### src/rtl/logic_op_pkg.sv
// Shared types and the reference bitwise-operation function for the logic op pipeline.
package logic_op_pkg;

    localparam int unsigned OP_W           = 3;
    localparam int unsigned LOGIC_OP_MAX_W = 64;

    typedef enum logic [OP_W-1:0] {
        OP_AND    = 3'd0,
        OP_OR     = 3'd1,
        OP_XOR    = 3'd2,
        OP_NAND   = 3'd3,
        OP_NOR    = 3'd4,
        OP_XNOR   = 3'd5,
        OP_ANDN   = 3'd6,
        OP_PASS_A = 3'd7
    } op_e;

    // Operands are widened to LOGIC_OP_MAX_W; callers truncate the result to their width.
    function automatic logic [LOGIC_OP_MAX_W-1:0] logic_op_f(
        input op_e                       op,
        input logic [LOGIC_OP_MAX_W-1:0] a,
        input logic [LOGIC_OP_MAX_W-1:0] b
    );
        logic [LOGIC_OP_MAX_W-1:0] r;
        r = '0;
        case (op)
            OP_AND:    r = a & b;
            OP_OR:     r = a | b;
            OP_XOR:    r = a ^ b;
            OP_NAND:   r = ~(a & b);
            OP_NOR:    r = ~(a | b);
            OP_XNOR:   r = ~(a ^ b);
            OP_ANDN:   r = a & ~b;
            OP_PASS_A: r = a;
        endcase
        return r;
    endfunction

endpackage

### src/rtl/logic_op_pipe_if.sv
// Operand/result handshake bundle between a producer, the logic op pipeline and a consumer.
interface logic_op_pipe_if
    import logic_op_pkg::*;
#(
    parameter int unsigned WIDTH = 8
) ();

    logic             in_valid;
    logic             in_ready;
    op_e              op;
    logic [WIDTH-1:0] a;
    logic [WIDTH-1:0] b;
    logic             out_valid;
    logic             out_ready;
    logic [WIDTH-1:0] z;

    modport master (
        output in_valid, op, a, b, out_ready,
        input  in_ready, out_valid, z
    );

    modport slave (
        input  in_valid, op, a, b, out_ready,
        output in_ready, out_valid, z
    );

endinterface

### src/rtl/logic_op_stage.sv
// One pipeline slot: valid flag plus data word, loaded on i_load, cleared by reset.
module logic_op_stage #(
    parameter int unsigned WIDTH = 8
) (
    input  logic             clk,
    input  logic             rst,
    input  logic             i_load,
    input  logic             i_vld,
    input  logic [WIDTH-1:0] i_dat,
    output logic             o_vld,
    output logic [WIDTH-1:0] o_dat
);

    logic             r_vld;
    logic [WIDTH-1:0] r_dat;

    // Data only updates when a real item arrives, so bubbles leave the word untouched.
    always_ff @(posedge clk) begin
        if (rst) begin
            r_vld <= 1'b0;
            r_dat <= '0;
        end else if (i_load) begin
            r_vld <= i_vld;
            if (i_vld) begin
                r_dat <= i_dat;
            end
        end
    end

    assign o_vld = r_vld;
    assign o_dat = r_dat;

endmodule

### src/rtl/logic_op_pipe.sv
// Selectable bitwise op on two operands, carried through a STAGES-deep valid/ready pipeline.
module logic_op_pipe
    import logic_op_pkg::*;
#(
    parameter int unsigned WIDTH  = 8,
    parameter int unsigned STAGES = 2
) (
    input  logic           clk,
    input  logic           rst,
    input  logic           enable,
    logic_op_pipe_if.slave bus
);

    logic [WIDTH-1:0]  w_result;
    logic [STAGES-1:0] w_vld;
    logic [STAGES-1:0] w_adv;
    logic [WIDTH-1:0]  w_dat [STAGES];

    assign w_result = WIDTH'(logic_op_f(bus.op,
                                        LOGIC_OP_MAX_W'(bus.a),
                                        LOGIC_OP_MAX_W'(bus.b)));

    // Advance chain walked from the output back; a stage moves if it is empty or its successor moves.
    always_comb begin
        logic v_adv;
        w_adv = '0;
        v_adv = enable & ~rst & (~w_vld[STAGES-1] | bus.out_ready);
        w_adv[STAGES-1] = v_adv;
        for (int i = int'(STAGES) - 2; i >= 0; i--) begin
            v_adv    = enable & ~rst & (~w_vld[i] | v_adv);
            w_adv[i] = v_adv;
        end
    end

    for (genvar g = 0; g < STAGES; g++) begin : g_stage
        logic             w_in_vld;
        logic [WIDTH-1:0] w_in_dat;

        if (g == 0) begin : g_head
            assign w_in_vld = bus.in_valid;
            assign w_in_dat = w_result;
        end else begin : g_body
            assign w_in_vld = w_vld[g-1];
            assign w_in_dat = w_dat[g-1];
        end

        logic_op_stage #(
            .WIDTH (WIDTH)
        ) u_stage (
            .clk    (clk),
            .rst    (rst),
            .i_load (w_adv[g]),
            .i_vld  (w_in_vld),
            .i_dat  (w_in_dat),
            .o_vld  (w_vld[g]),
            .o_dat  (w_dat[g])
        );
    end

    // Reset masks the outputs immediately, before the synchronous clear has taken effect.
    assign bus.in_ready  = w_adv[0];
    assign bus.out_valid = w_vld[STAGES-1] & enable & ~rst;
    assign bus.z         = rst ? '0 : w_dat[STAGES-1];

endmodule

### src/flat_wrapper.sv
// flat-port wrapper written by rule: the top's interface ports become plain ports
module logic_op_pipe_flat import logic_op_pkg::*;
#(
    parameter int unsigned WIDTH  = 8,
    parameter int unsigned STAGES = 2
)
  (clk, rst, enable, bus_in_valid, bus_op, bus_a, bus_b, bus_out_ready, bus_in_ready, bus_out_valid, bus_z);
  logic_op_pipe_if #(.WIDTH(WIDTH)) bus_i ();
  input  logic clk;
  input  logic rst;
  input  logic enable;
  input wire logic [$bits(bus_i.in_valid)-1:0] bus_in_valid;
  input wire logic [$bits(bus_i.op)-1:0] bus_op;
  input wire logic [$bits(bus_i.a)-1:0] bus_a;
  input wire logic [$bits(bus_i.b)-1:0] bus_b;
  input wire logic [$bits(bus_i.out_ready)-1:0] bus_out_ready;
  output wire logic [$bits(bus_i.in_ready)-1:0] bus_in_ready;
  output wire logic [$bits(bus_i.out_valid)-1:0] bus_out_valid;
  output wire logic [$bits(bus_i.z)-1:0] bus_z;
  assign bus_i.in_valid = bus_in_valid;
  assign bus_i.op = bus_op;
  assign bus_i.a = bus_a;
  assign bus_i.b = bus_b;
  assign bus_i.out_ready = bus_out_ready;
  assign bus_in_ready = bus_i.in_ready;
  assign bus_out_valid = bus_i.out_valid;
  assign bus_z = bus_i.z;
  logic_op_pipe #(.WIDTH(WIDTH), .STAGES(STAGES)) u_core (.clk(clk), .rst(rst), .enable(enable), .bus(bus_i));
endmodule
### config.mk
export PLATFORM = sky130hd
export DESIGN_NAME = logic_op_pipe_flat
export DESIGN_NICKNAME = d
export VERILOG_FILES = /design/src/rtl/logic_op_pkg.sv /design/src/rtl/logic_op_pipe_if.sv /design/src/rtl/logic_op_stage.sv /design/src/rtl/logic_op_pipe.sv /design/src/flat_wrapper.sv
export SDC_FILE = /design/constraint.sdc
export NUM_CORES = 1
export LEC_CHECK = 0
export ABC_AREA = 1
export CAP_MARGIN = 40
export CORE_UTILIZATION = 48
export DETAILED_ROUTE_END_ITERATION = 10
export HOLD_SLACK_MARGIN = 0.03
export MAX_ROUTING_LAYER = met4
export PLACE_DENSITY = 0.75
export SYNTH_ARGS = -nofsm -noshare
export SYNTH_HDL_FRONTEND = slang
export SYNTH_HIERARCHICAL = 1
export SYNTH_SLANG_ARGS = --single-unit
### constraint.sdc
create_clock -name clk -period 1.5 [get_ports clk]
set_input_delay 0.3 -clock clk [delete_from_list [all_inputs] [get_ports clk]]
set_output_delay 0.3 -clock clk [all_outputs]
set_load 0.03 [all_outputs]
==> metrics.md <==
| Metric | Value |
|---|---|
| Max clock buf depth | 2 |
| Post-Route WL | 4.63 mm |
| GP Congestion | 0.876 |
| Final Non-Filler Cells | 439 |
| Vias/cell | 4.77 |
| Post-synthesis sequential area ratio | 18.3% |
| R2R cell count | 7 |
| Final number of max-transition violations | 0 |
| PD cells | 483 nW/um^2 |
| Post-synthesis cell count | 328 |
| Vias in the first global route | 1978 |
| Clock sink total | 18 |
| Initial core utilization | 51.9% |
| # nets final | 441 |
| Hold Crit Depth | 3 |
| Worst Hold Launch | rst |
| Die Width | 66.1 um |
| DP Cell Count | 433 |
| Site Rows | 22 |
| Hold_buf cts | 0 |
| Synth-to-Final Area Change | 40.5% |
| Routed Antenna Nets | 0 |
| Max Fanout on Critical Path | 2 |
| Final Cell Area | 2770 um^2 |
| CP Launch Point | bus_a[7] |
| YS warnings | 6 |
| Worst hold-check path type | in -> reg |
| Flop pwr share | 37.8% |
| Layout cells sized above 1 | 25.3% |
| WHS Endpoint | u_core/g_stage[1].u_stage/o_vld |
| RR Endpoint | u_core/g_stage[0].u_stage/o_dat[6] |
| Num CTS Buffers | 3 |
| R2r setup slk | 300 ps |
| Switch share | 31.8% |
| Outcome | finished clean |
| Leakage | 1.61 nW |
| Hold Vio Cnt, Final | 0 |
| Worst VDD drop | 0.331 mV |
| Ant diodes | 0 |
| GRT overflow | 0 |
| Slew headroom | 75.6% |
| Pin count of the biggest net entering global routing | 18 |
| # setup viols final | 0 |
| Syn nets | 376 |
| Max-capacitance violation count | 0 |
| Initial antenna violation count | 0 |
| Post-route minimum period | 1460 ps |
| Part of the power in combinational logic | 37.5% |
| I/O Buffers | 33 |
| H-tree depth | 1 |
| I/O pins | 34 |
| Syn_area_per_cell | 6.01 um^2 |
| Reg-to-Reg Start | u_core/g_stage[1].u_stage/o_vld |
| Worst slew pin tran | 364 ps |
| Tot Pwr | 0.00134 W |
| Vias | 2094 |
| Core area | 3800 um^2 |
| Post-layout util | 72.9% |
| Drt drc | 0 |
| CTS tree | built |
| Dpl hpwl | 3.34 mm |
| Net Sw Power | 0.000426 W |
| Yosys cell types | 22 |
| Fmax achieved | 685 MHz |
| Clock Power Share | 24.8% |
| Crit start category | primary input |
| Arrival time at the worst endpoint | 1610 ps |
| CP Class | in -> reg |
| Die ar. | 4370 um^2 |
| Initial drt markers | 189 |
| Setup TNS | 0 ps |
| Clock skew | 1.23 ps |
| Gr usage total | 23.6% |
| Most frequent cells in the layout | nand2_1 (84), inv_1 (57), nor2_1 (57) |
| Die height | 66.1 um |
| First-pass GRT wire length | 7.90 mm |
| Fill count | 334 |
| Crit share post-route | 97.3% |
| Commonest non-fill, non-tap cell in the layout | nand2_1 |
| Wire per inst | 10.5 um |
| Netlist Area Pre-Place | 1970 um^2 |
| CTS root buf | clkbuf_8 |
| Seq cells post-synth | 18 |
| Clock Latency Late Sink | 250 ps |
| Drt pass-1 iters | 5 |
| Worst Path Required | 1650 ps |
| Critical path endpoint category | register |
| Internal power | 0.000911 W |
| Reg clk slew, reported paths | 60 ps |
| Dpl cell area | 2520 um^2 |
-- sequential cells by signal (all words and copies together) (netlist names) --
register,cells
u_core/g_stage.u_stage/o_vld,2
u_core/g_stage.u_stage/o_dat,16
-- timing repair --
| item | CTS | global route |
|---|---|---|
| resized for setup | 11 | 48 |
| pin swaps | 6 | 17 |
| cloned | 0 | 1 |
| setup buffers | 1 | 1 |
| setup endpoints to repair | 27 | 25 |
-- synth_stat cells, drive strengths merged --
master / number / area share [%]
inv: 72 / 14
ha: 24 / 15
a21oi: 2 / 0.89
nor3: 1 / 0.83
a21boi: 1 / 0.38
clkbuf: 1 / 0.19
dfxtp: 18 / 18
nor2: 70 / 15
nand2: 88 / 17
nand3b: 8 / 3.0
nand3: 18 / 5.7
buf: 8 / 4.4
nand4: 16 / 5.1
clkinv: 1 / 0.19
-- critical path: stages --
cell             delay (ps)
clkdlybuf4s50_1         480
inv_1                    80
ha_4                    260
inv_1                    30
nand2_1                  50
nand2_1                  40
nor2_1                  100
nand3_1                  80
nor2_1                  110
nor2_1                   60
-- per-stage QoR --
stage | worst slack, ps | hold WS [ps]
floorplan | 21.0 | 362
finish | 40.0 | 468
global route | -7.73 | 484
detailed placement | -348 | 479
CTS | 3.74 | 495
global placement | -339 | 468
-- routing by layer --
layer	vias up	wire length [um]	global-route usage, %
met5	-	0	-
met4	0	36	4.52
met3	5	257	3.62
met2	63	2240	42.7
met1	918	2100	27.6
li1	1108	-	-
-- cells by family after synthesis --
group / after synthesis / share of synthesized area, %
flops: 18 / 18.3
compound gates: 3 / 1.27
fa+ha+maj: 24 / 15.2
simple gates: 201 / 46.7
buf+inv: 82 / 18.5
-- worst max-delay path by stage --
stage / endpoint / slack, ps / depth (start not counted)
after floorplan: u_core/g_stage[0].u_stage/o_dat[4] / 20 / 8
after global placement: u_core/g_stage[1].u_stage/o_dat[4] / -340 / 7
after detailed placement: u_core/g_stage[1].u_stage/o_dat[4] / -350 / 7
after CTS: u_core/g_stage[0].u_stage/o_dat[3] / 4 / 9
after global routing: u_core/g_stage[0].u_stage/o_dat[7] / -8 / 10
final: u_core/g_stage[0].u_stage/o_dat[7] / 40 / 10
-- power groups by stage --
stage | Clock, W | Combinational [W] | Sequential (W)
after floorplan | 0 | 0.000256 | 0.000513
after global placement | 0 | 0.000444 | 0.000515
after detailed placement | 0 | 0.000451 | 0.000515
after CTS | 0.000339 | 0.000464 | 0.000505
after global routing | 0.000367 | 0.000564 | 0.000506
final | 0.000331 | 0.000500 | 0.000505
-- cell type report --
| cell class | count | area [um^2] | share of cell area, % |
|---|---|---|---|
| Clock buffer | 3 | 41.3 | 1.49 |
| Timing Repair Buffer | 69 | 657 | 23.7 |
| Inverter | 73 | 274 | 9.90 |
| Sequential cell | 18 | 360 | 13.0 |
| Multi-Input combinational cell | 228 | 1380 | 49.7 |
| Tap cell | 48 | 60.1 | 2.17 |
(Power assumes the default switching activity.)
